[src/rtl/xgmii_ptp_frame_gen_if.sv]
// Request/status and XGMII TX bundle of the PTPv2 event-frame generator.
// The slave side is the generator; the master side is the requester and wire consumer.
interface xgmii_ptp_frame_gen_if;
  logic        gen_req_i;
  logic [3:0]  msg_type_i;
  logic [15:0] seq_id_i;
  logic [47:0] src_mac_i;
  logic [79:0] src_port_id_i;
  logic [79:0] rtc_std_i;
  logic        gen_busy_o;
  logic        gen_done_o;
  logic [79:0] ts_o;
  logic [63:0] xge_txd_o;
  logic [7:0]  xge_txc_o;

  modport master (
    output gen_req_i, msg_type_i, seq_id_i, src_mac_i, src_port_id_i, rtc_std_i,
    input  gen_busy_o, gen_done_o, ts_o, xge_txd_o, xge_txc_o
  );

  modport slave (
    input  gen_req_i, msg_type_i, seq_id_i, src_mac_i, src_port_id_i, rtc_std_i,
    output gen_busy_o, gen_done_o, ts_o, xge_txd_o, xge_txc_o
  );
endinterface

[src/rtl/xgmii_ptp_frame_gen.sv]
// Builds a PTPv2-over-Ethernet Sync/Delay_Req frame on request and drives it onto
// a 64-bit XGMII TX lane set; originTimestamp is taken from the RTC in the START word.
module xgmii_ptp_frame_gen #(
  parameter logic [47:0] DST_MAC   = 48'h011B19000000,
  parameter int          IFG_WORDS = 2
) (
  input  logic                         tx_clk,
  input  logic                         tx_rst_n,
  input  logic                         tx_clk_en_i,
  xgmii_ptp_frame_gen_if.slave         bus
);

  localparam logic [63:0] IDLE_W   = 64'h0707070707070707;
  localparam logic [63:0] START_W  = 64'hD5555555555555FB;
  localparam logic [63:0] TERM_W   = 64'h07070707070707FD;
  localparam logic [3:0]  IFG_LAST = 4'(IFG_WORDS);

  typedef enum logic [2:0] {S_IDLE, S_START, S_DATA, S_TERM, S_IFG} state_t;

  state_t      state_q, state_d;
  logic [2:0]  word_q, word_d;
  logic [3:0]  ifg_q, ifg_d;
  logic        type_q, type_d;
  logic [15:0] seq_q, seq_d;
  logic [47:0] mac_q, mac_d;
  logic [79:0] port_q, port_d;
  logic [79:0] ts_q, ts_d;
  logic [31:0] crc_q, crc_d;
  logic [63:0] txd_q, txd_d;
  logic [7:0]  txc_q, txc_d;
  logic        busy_q, busy_d;
  logic        done_q, done_d;

  logic [479:0] frame;
  logic [2:0]   nxt_idx;
  logic [63:0]  nxt_word;
  logic [31:0]  fcs;

  function automatic logic [31:0] crc32_byte(input logic [31:0] c, input logic [7:0] b);
    logic [31:0] r;
    r = c ^ {24'h0, b};
    for (int i = 0; i < 8; i++) r = r[0] ? ((r >> 1) ^ 32'hEDB88320) : (r >> 1);
    return r;
  endfunction

  // Folds lanes 0..n-1 of a word into the running CRC in wire order.
  function automatic logic [31:0] crc32_lanes(input logic [31:0] c, input logic [63:0] w,
                                              input int n);
    logic [31:0] r;
    r = c;
    for (int l = 0; l < 8; l++) if (l < n) r = crc32_byte(r, w[8*l +: 8]);
    return r;
  endfunction

  function automatic logic [63:0] pick_word(input logic [479:0] f, input logic [2:0] n);
    logic [63:0] w;
    int          idx;
    w = '0;
    for (int l = 0; l < 8; l++) begin
      idx = 8 * int'(n) + l;
      if (idx < 60) w[8*l +: 8] = 8'(f >> (8 * (59 - idx)));
    end
    return w;
  endfunction

  // Frame bytes 0..59, byte 0 in the top bits.
  always_comb begin
    frame = {DST_MAC, mac_q, 16'h88F7, 7'h0, type_q, 8'h02, 16'h002C, 8'h00, 8'h00,
             16'h0000, 64'h0, 32'h0, port_q, seq_q, 7'h0, type_q,
             (type_q ? 8'h7F : 8'h00), ts_q, 16'h0000};
    nxt_idx  = (state_q == S_START) ? 3'd0 : word_q + 3'd1;
    nxt_word = pick_word(frame, nxt_idx);
    fcs      = ~crc32_lanes(crc_q, nxt_word, 4);
  end

  always_comb begin
    state_d = state_q;
    word_d  = word_q;
    ifg_d   = ifg_q;
    type_d  = type_q;
    seq_d   = seq_q;
    mac_d   = mac_q;
    port_d  = port_q;
    ts_d    = ts_q;
    crc_d   = crc_q;
    txd_d   = IDLE_W;
    txc_d   = 8'hFF;
    busy_d  = busy_q;
    done_d  = 1'b0;
    case (state_q)
      S_IDLE: begin
        if (bus.gen_req_i && (bus.msg_type_i[3:1] == 3'b000)) begin
          type_d  = bus.msg_type_i[0];
          seq_d   = bus.seq_id_i;
          mac_d   = bus.src_mac_i;
          port_d  = bus.src_port_id_i;
          state_d = S_START;
          txd_d   = START_W;
          txc_d   = 8'h01;
          busy_d  = 1'b1;
        end
      end
      S_START: begin
        ts_d    = bus.rtc_std_i;
        state_d = S_DATA;
        word_d  = 3'd0;
        txd_d   = nxt_word;
        txc_d   = 8'h00;
        crc_d   = crc32_lanes(32'hFFFFFFFF, nxt_word, 8);
      end
      S_DATA: begin
        if (word_q == 3'd7) begin
          state_d = S_TERM;
          txd_d   = TERM_W;
          done_d  = 1'b1;
        end else begin
          word_d = nxt_idx;
          txc_d  = 8'h00;
          // Last word: four payload bytes plus the FCS that covers them.
          if (nxt_idx == 3'd7) begin
            txd_d = {fcs, nxt_word[31:0]};
          end else begin
            txd_d = nxt_word;
            crc_d = crc32_lanes(crc_q, nxt_word, 8);
          end
        end
      end
      S_TERM: begin
        state_d = S_IFG;
        ifg_d   = 4'd1;
      end
      S_IFG: begin
        if (ifg_q == IFG_LAST) begin
          state_d = S_IDLE;
          busy_d  = 1'b0;
        end else begin
          ifg_d = ifg_q + 4'd1;
        end
      end
      default: state_d = S_IDLE;
    endcase
  end

  always_ff @(posedge tx_clk) begin
    if (!tx_rst_n) begin
      state_q <= S_IDLE;
      word_q  <= 3'd0;
      ifg_q   <= 4'd0;
      ts_q    <= '0;
      txd_q   <= IDLE_W;
      txc_q   <= 8'hFF;
      busy_q  <= 1'b0;
      done_q  <= 1'b0;
    end else if (tx_clk_en_i) begin
      state_q <= state_d;
      word_q  <= word_d;
      ifg_q   <= ifg_d;
      ts_q    <= ts_d;
      txd_q   <= txd_d;
      txc_q   <= txc_d;
      busy_q  <= busy_d;
      done_q  <= done_d;
    end
  end

  // Latched frame fields and CRC are always rewritten before use, so they carry no reset.
  always_ff @(posedge tx_clk) begin
    if (tx_clk_en_i) begin
      type_q <= type_d;
      seq_q  <= seq_d;
      mac_q  <= mac_d;
      port_q <= port_d;
      crc_q  <= crc_d;
    end
  end

  assign bus.xge_txd_o  = txd_q;
  assign bus.xge_txc_o  = txc_q;
  assign bus.gen_busy_o = busy_q;
  assign bus.gen_done_o = done_q;
  assign bus.ts_o       = ts_q;

endmodule

[src/flat_wrapper.sv]
// flat-port wrapper written by rule: the top's interface ports become plain ports
module xgmii_ptp_frame_gen_flat 
#(
  parameter logic [47:0] DST_MAC   = 48'h011B19000000,
  parameter int          IFG_WORDS = 2
)
  (tx_clk, tx_rst_n, tx_clk_en_i, bus_gen_req_i, bus_msg_type_i, bus_seq_id_i, bus_src_mac_i, bus_src_port_id_i, bus_rtc_std_i, bus_gen_busy_o, bus_gen_done_o, bus_ts_o, bus_xge_txd_o, bus_xge_txc_o);
  xgmii_ptp_frame_gen_if bus_i ();
  input  logic tx_clk;
  input  logic tx_rst_n;
  input  logic tx_clk_en_i;
  input wire logic [$bits(bus_i.gen_req_i)-1:0] bus_gen_req_i;
  input wire logic [$bits(bus_i.msg_type_i)-1:0] bus_msg_type_i;
  input wire logic [$bits(bus_i.seq_id_i)-1:0] bus_seq_id_i;
  input wire logic [$bits(bus_i.src_mac_i)-1:0] bus_src_mac_i;
  input wire logic [$bits(bus_i.src_port_id_i)-1:0] bus_src_port_id_i;
  input wire logic [$bits(bus_i.rtc_std_i)-1:0] bus_rtc_std_i;
  output wire logic [$bits(bus_i.gen_busy_o)-1:0] bus_gen_busy_o;
  output wire logic [$bits(bus_i.gen_done_o)-1:0] bus_gen_done_o;
  output wire logic [$bits(bus_i.ts_o)-1:0] bus_ts_o;
  output wire logic [$bits(bus_i.xge_txd_o)-1:0] bus_xge_txd_o;
  output wire logic [$bits(bus_i.xge_txc_o)-1:0] bus_xge_txc_o;
  assign bus_i.gen_req_i = bus_gen_req_i;
  assign bus_i.msg_type_i = bus_msg_type_i;
  assign bus_i.seq_id_i = bus_seq_id_i;
  assign bus_i.src_mac_i = bus_src_mac_i;
  assign bus_i.src_port_id_i = bus_src_port_id_i;
  assign bus_i.rtc_std_i = bus_rtc_std_i;
  assign bus_gen_busy_o = bus_i.gen_busy_o;
  assign bus_gen_done_o = bus_i.gen_done_o;
  assign bus_ts_o = bus_i.ts_o;
  assign bus_xge_txd_o = bus_i.xge_txd_o;
  assign bus_xge_txc_o = bus_i.xge_txc_o;
  xgmii_ptp_frame_gen #(.DST_MAC(DST_MAC), .IFG_WORDS(IFG_WORDS)) u_core (.tx_clk(tx_clk), .tx_rst_n(tx_rst_n), .tx_clk_en_i(tx_clk_en_i), .bus(bus_i));
endmodule
[config.mk]
export PLATFORM = sky130hd
export DESIGN_NAME = xgmii_ptp_frame_gen_flat
export DESIGN_NICKNAME = d
export VERILOG_FILES = /design/src/rtl/xgmii_ptp_frame_gen_if.sv /design/src/rtl/xgmii_ptp_frame_gen.sv /design/src/flat_wrapper.sv
export SDC_FILE = /design/constraint.sdc
export NUM_CORES = 1
export LEC_CHECK = 0
export CAP_MARGIN = 25
export CORE_MARGIN = 2
export CORE_UTILIZATION = 61
export CTS_CLUSTER_DIAMETER = 60
export DETAILED_ROUTE_END_ITERATION = 8
export PLACE_DENSITY = 0.87
export SKIP_LAST_GASP = 1
export SYNTH_ARGS = -nofsm -noshare
export SYNTH_HDL_FRONTEND = slang
export SYNTH_SLANG_ARGS = --single-unit
[constraint.sdc]
create_clock -name tx_clk -period 15.1 [get_ports tx_clk]
set_input_delay 3.02 -clock tx_clk [delete_from_list [all_inputs] [get_ports tx_clk]]
set_output_delay 3.02 -clock tx_clk [all_outputs]
set_load 0.05 [all_outputs]
* Yosys cells after proc, flatten, opt, wreduce, memory -nomap -nowiden
Index checks and enable logic that the tools add are counted.
** Word-level totals
- Output and inout port bits :: 154
- Word-level logic and storage cells :: 457
- Flip-flop bits (word level) :: 341
** Operators by class
- Reductions and logical operators :: 13
- Shift operators :: 8
- Magnitude comparators :: 8
- Equal/unequal tests :: 13
- $add $sub $neg :: 17
- Bitwise gates (word level) :: 172
- Multiplexer cells :: 213
** Operators by type and width (number)
- 2-to-1 mux 32 bit :: 182
- right shift 473 x 32 -> 8 bit :: 8
- inverter 13 -> 14 bit :: 152
- XOR 32 x 8 -> 32 bit :: 18
- < comparator 32 x 7 -> 1 bit (second input constant) :: 7
- subtractor 7 x 29 -> 29 bit (first input constant) :: 7
- 2-to-1 mux 64 bit :: 3
- one-hot mux 64 bit (3 select lines) :: 1
- 2-to-1 mux 8 bit :: 10
- one-hot mux 32 bit (2 select lines) :: 1
- inverter 32 bit :: 1
- inverter 8 -> 32 bit :: 1
- adder 6 x 3 -> 7 bit (second input constant) :: 4
- one-hot mux 8 bit (3 select lines) :: 1
- 2-to-1 mux 3 bit :: 5
- one-hot mux 3 bit (5 select lines) :: 1
- adder 6 x 2 -> 7 bit (second input constant) :: 2
- AND reduction 4 bit :: 3
- == test 3 bit (second input constant) :: 3
- AND reduction 3 bit :: 3
- one-hot mux 4 bit (2 select lines) :: 1
- adder 6 x 1 -> 7 bit (second input constant) :: 1
- 2-to-1 mux 7 bit :: 1
- subtractor 6 x 6 -> 7 bit (first input constant) :: 1
- other kinds (16) :: 27

* Depth between registers and ports, before layout
- Depth after elaboration :: 165
- Gate-level depth with buffers :: 27
- Gate-level depth less buffers :: 23

* Worst setup path before layout
No wires, ideal clock.
- Path kind :: in2reg
- Start :: input bus_msg_type_i[2]
- End :: register u_core.busy_q, in the netlist u_core.bus.gen_busy_o
- Required time :: 15.008 ns
- Arrival time :: 10.727 ns
- Stages :: 5
- Buffers on the path :: 0
- Path slack :: 4.281 ns
- Cell sequence :: nor4b_1 > nand2_1 > nor2_1 > a22oi_1 > nor2_1
** On the way
- Cells in the longest elaborated chain, start to end :: 4
** Ends and longest elaborated chain
- start: declaration :: RTL line flat_wrapper.sv:13 : input wire logic [$bits(bus_i.msg_type_i)-1:0] bus_msg_type_i;
- logical NOT 3 bit :: RTL line xgmii_ptp_frame_gen.sv:92 : if (bus.gen_req_i && (bus.msg_type_i[3:1] == 3'b000)) begin
- logical AND 1 bit :: RTL line xgmii_ptp_frame_gen.sv:92
- != test 2 x 1 -> 1 bit (no source line)
- AND reduction 4 bit (no source line)
- end signal: assignment :: RTL line xgmii_ptp_frame_gen.sv:161 : busy_q <= busy_d;
- end: declaration :: RTL line xgmii_ptp_frame_gen.sv:31 : logic busy_q, busy_d;
Every way passes these cells.
A chain may end at the register's enable or synchronous reset.

* Worst setup path in the final report
- Start :: register u_core.state_q[2]
- End :: register u_core.crc_q[20], data pin
** On the way
- Cells in the longest elaborated chain, start to end :: 126
- Elaborated cells on any way between the ends :: 339
- Classes of those cells :: add/sub: 15; order compare: 8; eq/ne: 2; shift: 8; mux: 168; bitwise: 138
** Ends and longest elaborated chain
- start: declaration :: RTL line xgmii_ptp_frame_gen.sv:20 : state_t state_q, state_d;
- start signal: assignment :: RTL line xgmii_ptp_frame_gen.sv:155 : state_q <= state_d;
- == test 3 x 1 -> 1 bit :: RTL line xgmii_ptp_frame_gen.sv:71, xgmii_ptp_frame_gen.sv:90
- 2-to-1 mux 3 bit :: RTL line xgmii_ptp_frame_gen.sv:71 : nxt_idx = (state_q == S_START) ? 3'd0 : word_q + 3'd1;
- subtractor 6 x 6 -> 7 bit :: RTL line xgmii_ptp_frame_gen.sv:61 : if (idx < 60) w[8*l +: 8] = 8'(f >> (8 * (59 - idx)));
- right shift 473 x 32 -> 8 bit :: RTL line xgmii_ptp_frame_gen.sv:61
- 2-to-1 mux 8 bit :: RTL line xgmii_ptp_frame_gen.sv:61
- XOR 32 x 8 -> 32 bit :: RTL line xgmii_ptp_frame_gen.sv:41 : r = c ^ {24'h0, b};
- 2-to-1 mux 32 bit :: RTL line xgmii_ptp_frame_gen.sv:42 : for (int i = 0; i < 8; i++) r = r[0] ? ((r >> 1) ^ 32'hEDB88320) : (r >> 1);
- inverter 13 -> 14 bit (no source line) / 2-to-1 mux 32 bit (equally long branches)
- (+111 left out)
- inverter 13 -> 14 bit (no source line) / 2-to-1 mux 32 bit (equally long branches)
- 2-to-1 mux 32 bit :: RTL line xgmii_ptp_frame_gen.sv:42
- inverter 13 -> 14 bit (no source line) / 2-to-1 mux 32 bit (equally long branches)
- 2-to-1 mux 32 bit :: RTL line xgmii_ptp_frame_gen.sv:42
- 2-to-1 mux 32 bit :: RTL line xgmii_ptp_frame_gen.sv:120 : if (nxt_idx == 3'd7) begin
- 2-to-1 mux 32 bit :: RTL line xgmii_ptp_frame_gen.sv:112 : if (word_q == 3'd7) begin
- one-hot mux 32 bit (2 select lines) * :: RTL line xgmii_ptp_frame_gen.sv:90 : case (state_q)
- named net u_core.crc_d[20] :: RTL line xgmii_ptp_frame_gen.sv:28 : logic [31:0] crc_q, crc_d;
- end signal: assignment :: RTL line xgmii_ptp_frame_gen.sv:173 : crc_q <= crc_d;
- end: declaration :: RTL line xgmii_ptp_frame_gen.sv:28
The timed path passes the listed nets; every way through them passes the cells marked *. The select of a mux whose other input is x is not followed.

==> impl_results.md <==
* Outcome: finished clean
* Minimum clock period at 10.33 ns
* Mapped Area at 28490 sq um
* Final hold violation count at 0
* Max_slew headroom at 0.2350
* Fin crit share at 0.6840
* Global route overflow at 0
* Synth cell types at ~90
* Routed length per placed instance at between 20 and 30 um
* Commonest cells after routing, fill and taps aside: xnor2_1, clkdlybuf4s50_1, nand2_1
* Critical path endpoint category: flip-flop
* Die H at 220.1 um
* Critical-path maximum fanout at 38
* Crit Reg-Reg Endpoint: u_core.crc_q[20]
* Worst Max-Slew Pin Slew at 1.135 ns
* Placer Congestion at 1.018
* DR iter-0 viols at ~2600
* Final net count at 3038
* R2R cell count at 23
* Worst-skew pair later-pin latency at 0.58 ns
* Reg clk slew, reported paths at 0.06 ns
* DRT Pass-1 Iters at 6
* HPWL after DPL at 76280 um
* Core region area at about 46000 sq um
* Mapped Cells at 2530
* CP peak stage delay at 0.80 ns
* Initial antenna violation count at 14
* CTS root buffer: clkbuf_16
* Via count at 21160
* Area Growth Syn to Fin at 18.02%
* Port bufs at 385
* Vias in the first global route at 20570
* EDFF count, synth at 177
* Worst path slowest cell: nor2b_1
* TritonCTS clock tree: yes
* Hold_buf cts at 0
* Std-Cell Rows at 79
* Width of the die at roughly 220 um
* Peak Freq at between 0.09 and 0.1 GHz
* Vias per std cell at roughly 6.1
* Clock Skews at 0.02571 ns
* Syn_nets at ~2800
* Layout cell share with drive strength beyond 1 at 0.07317
* CP most frequent cell: xnor3_1
* RSZ-0062 raised after global routing: false
* Remaining DRCs at 0
* Worst EP required at 15.42 ns
* Data arrival, critical path at 10.65 ns
* Clk buf depth at 3
* Largest net degree at the start of global routing at 91
* Hold endpoint: u_core.bus.xge_txc_o[0]
* Yosys warnings at 0
* H-tree depth at 2
* Crit-path cells: or3b_4 -> buf_4 -> nand2_1 -> buf_8 -> inv_2 -> ha_1 -> nor2b_1 -> nand4_1 -> a31oi_1 -> xnor2_1 -> xnor3_1 -> xnor2_1 -> xnor2_1 -> xnor2_1 -> xnor3_1 -> xor2_1 -> xnor3_1 -> xnor3_1 -> xnor3_1 -> xnor3_1 -> xor2_1 -> xnor2_1 -> mux2_2
* Max Cap Violations at 0
* Post-synth top flop: edfxtp_1
* Slew Viols, Final at 0
* Initial Util at 0.6146
* Setup_tns at 0 ns
* I/O Pins at 386
* Final setup viols at 0
* Die area at 48450 sq um
* Seq cells post-synth at 335
* Hold Crit Class: reg -> reg
* Final wirelength at 97620 um
* Seq/Total Area, Yosys at 0.2976
* Post-synthesis async set-or-reset flop share at 0
* R2r startpoint: u_core.state_q[2]
* Most common cell after layout, fill and taps aside: xnor2_1
* R2r setup slk at 4.77 ns
* Post-CTS Setup Bufs at 0
* GRT Util Overall at 0.3997
* Clock sinks at about 340
* Kind of critical path: reg -> reg
* Startpoint Class: flip-flop
* Worst hold stages at 2
* Hold_sp: u_core.bus.xge_txc_o[0]
* Synthesized area per cell at 11.26 sq um
* CTS Buf Count at 38
* DRT antenna net count at 0
* First-pass GRT wire length at 139300 um
* Resized Gates After CTS at 0
==> logic make-up (layout without fill, tap and decap cells) <==
logic type | count (synthesis) | after routing | synth area share
compound gates | 390 | 390 | 0.08608
xor+xnor | 1049 | 1049 | 0.4782
buf+inv | 205 | 504 | 0.04132
simple gates | 489 | 489 | 0.07404
mux | 56 | 56 | 0.02016
flops | 335 | 335 | 0.2976
fa+ha+maj | 6 | 6 | 0.002635
other cells | 0 | 10 | 0
==> synth_stat cells (7+ instances only) <==
cell / instances / share of area
xnor2_1: 532 / 0.16
nand2_1: 273 / 0.036
xnor3_1: 228 / 0.18
xor2_1: 188 / 0.058
a21oi_1: 186 / 0.033
edfxtp_1: 177 / 0.19
dfxtp_1: 158 / 0.11
nor2_1: 115 / 0.015
buf_4: 92 / 0.024
clkbuf_1: 73 / 0.0096
o21ai_0: 70 / 0.012
mux2i_1: 45 / 0.016
xor3_1: 37 / 0.031
xnor2_2: 29 / 0.017
nand3_1: 21 / 0.0037
a22oi_1: 14 / 0.0037
o2bb2ai_1: 14 / 0.0043
a2bb2oi_1: 13 / 0.0040
and2_1: 13 / 0.0029
buf_2: 12 / 0.0021
nor3_1: 12 / 0.0021
xnor3_2: 12 / 0.010
inv_1: 11 / 0.0014
mux2_2: 11 / 0.0043
a211oi_1: 9 / 0.0024
a221oi_1: 9 / 0.0028
nor3b_1: 8 / 0.0021
o21ai_1: 8 / 0.0014
a31oi_1: 7 / 0.0015
nand2b_1: 7 / 0.0015
xnor2_4: 7 / 0.0068
xor2_2: 7 / 0.0040
==> metrics by stage <==
stage	setup slack [ns]	area [sq um]	util	hold WS, ns	instances
6_report	4.771	33630	0.7254	0.4541	3446
5_1_grt	4.378	33620	0.7252	0.4918	3444
4_1_cts	4.428	33550	0.7237	0.4581	3433
3_5_place_dp	4.507	32250	0.6957	0.4469	3364
3_3_place_gp	4.658	32240	0.6954	0.4427	3362
2_1_floorplan	4.281	28490	-	0.4452	2530
==> critical path, delay by kind of cell, from the launching register on <==
kind	cells	cell delay [ns]
and+or+nand+nor	4	1.65
DFF	1	0.69
buffers and inverters	3	1.02
xor gates and xnor gates	13	5.01
muxes	1	0.28
AOI/OAI and AO/OA	1	0.62
adders and majority gates	1	0.74
==> layer usage <==
| metal | GRT usage | vias to the layer above | wire (um) |
|---|---|---|---|
| met1 | 0.5123 | 10360 | 36950 |
| met4 | 0.1980 | 8 | 5418 |
| met5 | 0 | - | 51 |
| li1 | - | 9174 | - |
| met3 | 0.08751 | 272 | 10090 |
| met2 | 0.6433 | 1346 | 45110 |
==> registers in the layout, summed over array words and instances, names as in the netlist <==
register and cells:
u_core.bus.gen_busy_o 1, u_core.bus.gen_done_o 1, u_core.bus.ts_o 80, u_core.bus.xge_txc_o 2
u_core.bus.xge_txd_o 64, u_core.crc_q 32, u_core.ifg_q 4, u_core.mac_q 48
u_core.port_q 80, u_core.seq_q 16, u_core.state_q 3, u_core.type_q 1
u_core.word_q 3
==> layout make-up <==
class / instances / area [sq um]
tap: 607 / 759.5
inverter: 16 / 65.06
antenna: 10 / 25.02
fill: 3270 / 12730
sequential: 335 / 8479
timing repair buffer: 419 / 4131
multi-input combinational: 1990 / 18870
clock buffer: 46 / 1054
clock inverter: 23 / 244.0
==> how the worst max path moves through the flow <==
stage                                  from                     to  slack, ns  depth (start not counted)
after floorplan           bus_msg_type_i[2]  u_core.bus.gen_busy_o       4.28                          5
after global placement    u_core.state_q[0]       u_core.crc_q[20]       4.66                         22
after detailed placement  u_core.state_q[0]       u_core.crc_q[20]       4.51                         22
after CTS                  u_core.word_q[0]       u_core.crc_q[20]       4.43                         22
after global routing      u_core.state_q[2]       u_core.crc_q[20]       4.38                         23
final                     u_core.state_q[2]       u_core.crc_q[20]       4.77                         23
Power is left out: the tool's default activity adds up to more than one toggle a clock period on the data nets, which glitch-free logic cannot reach.
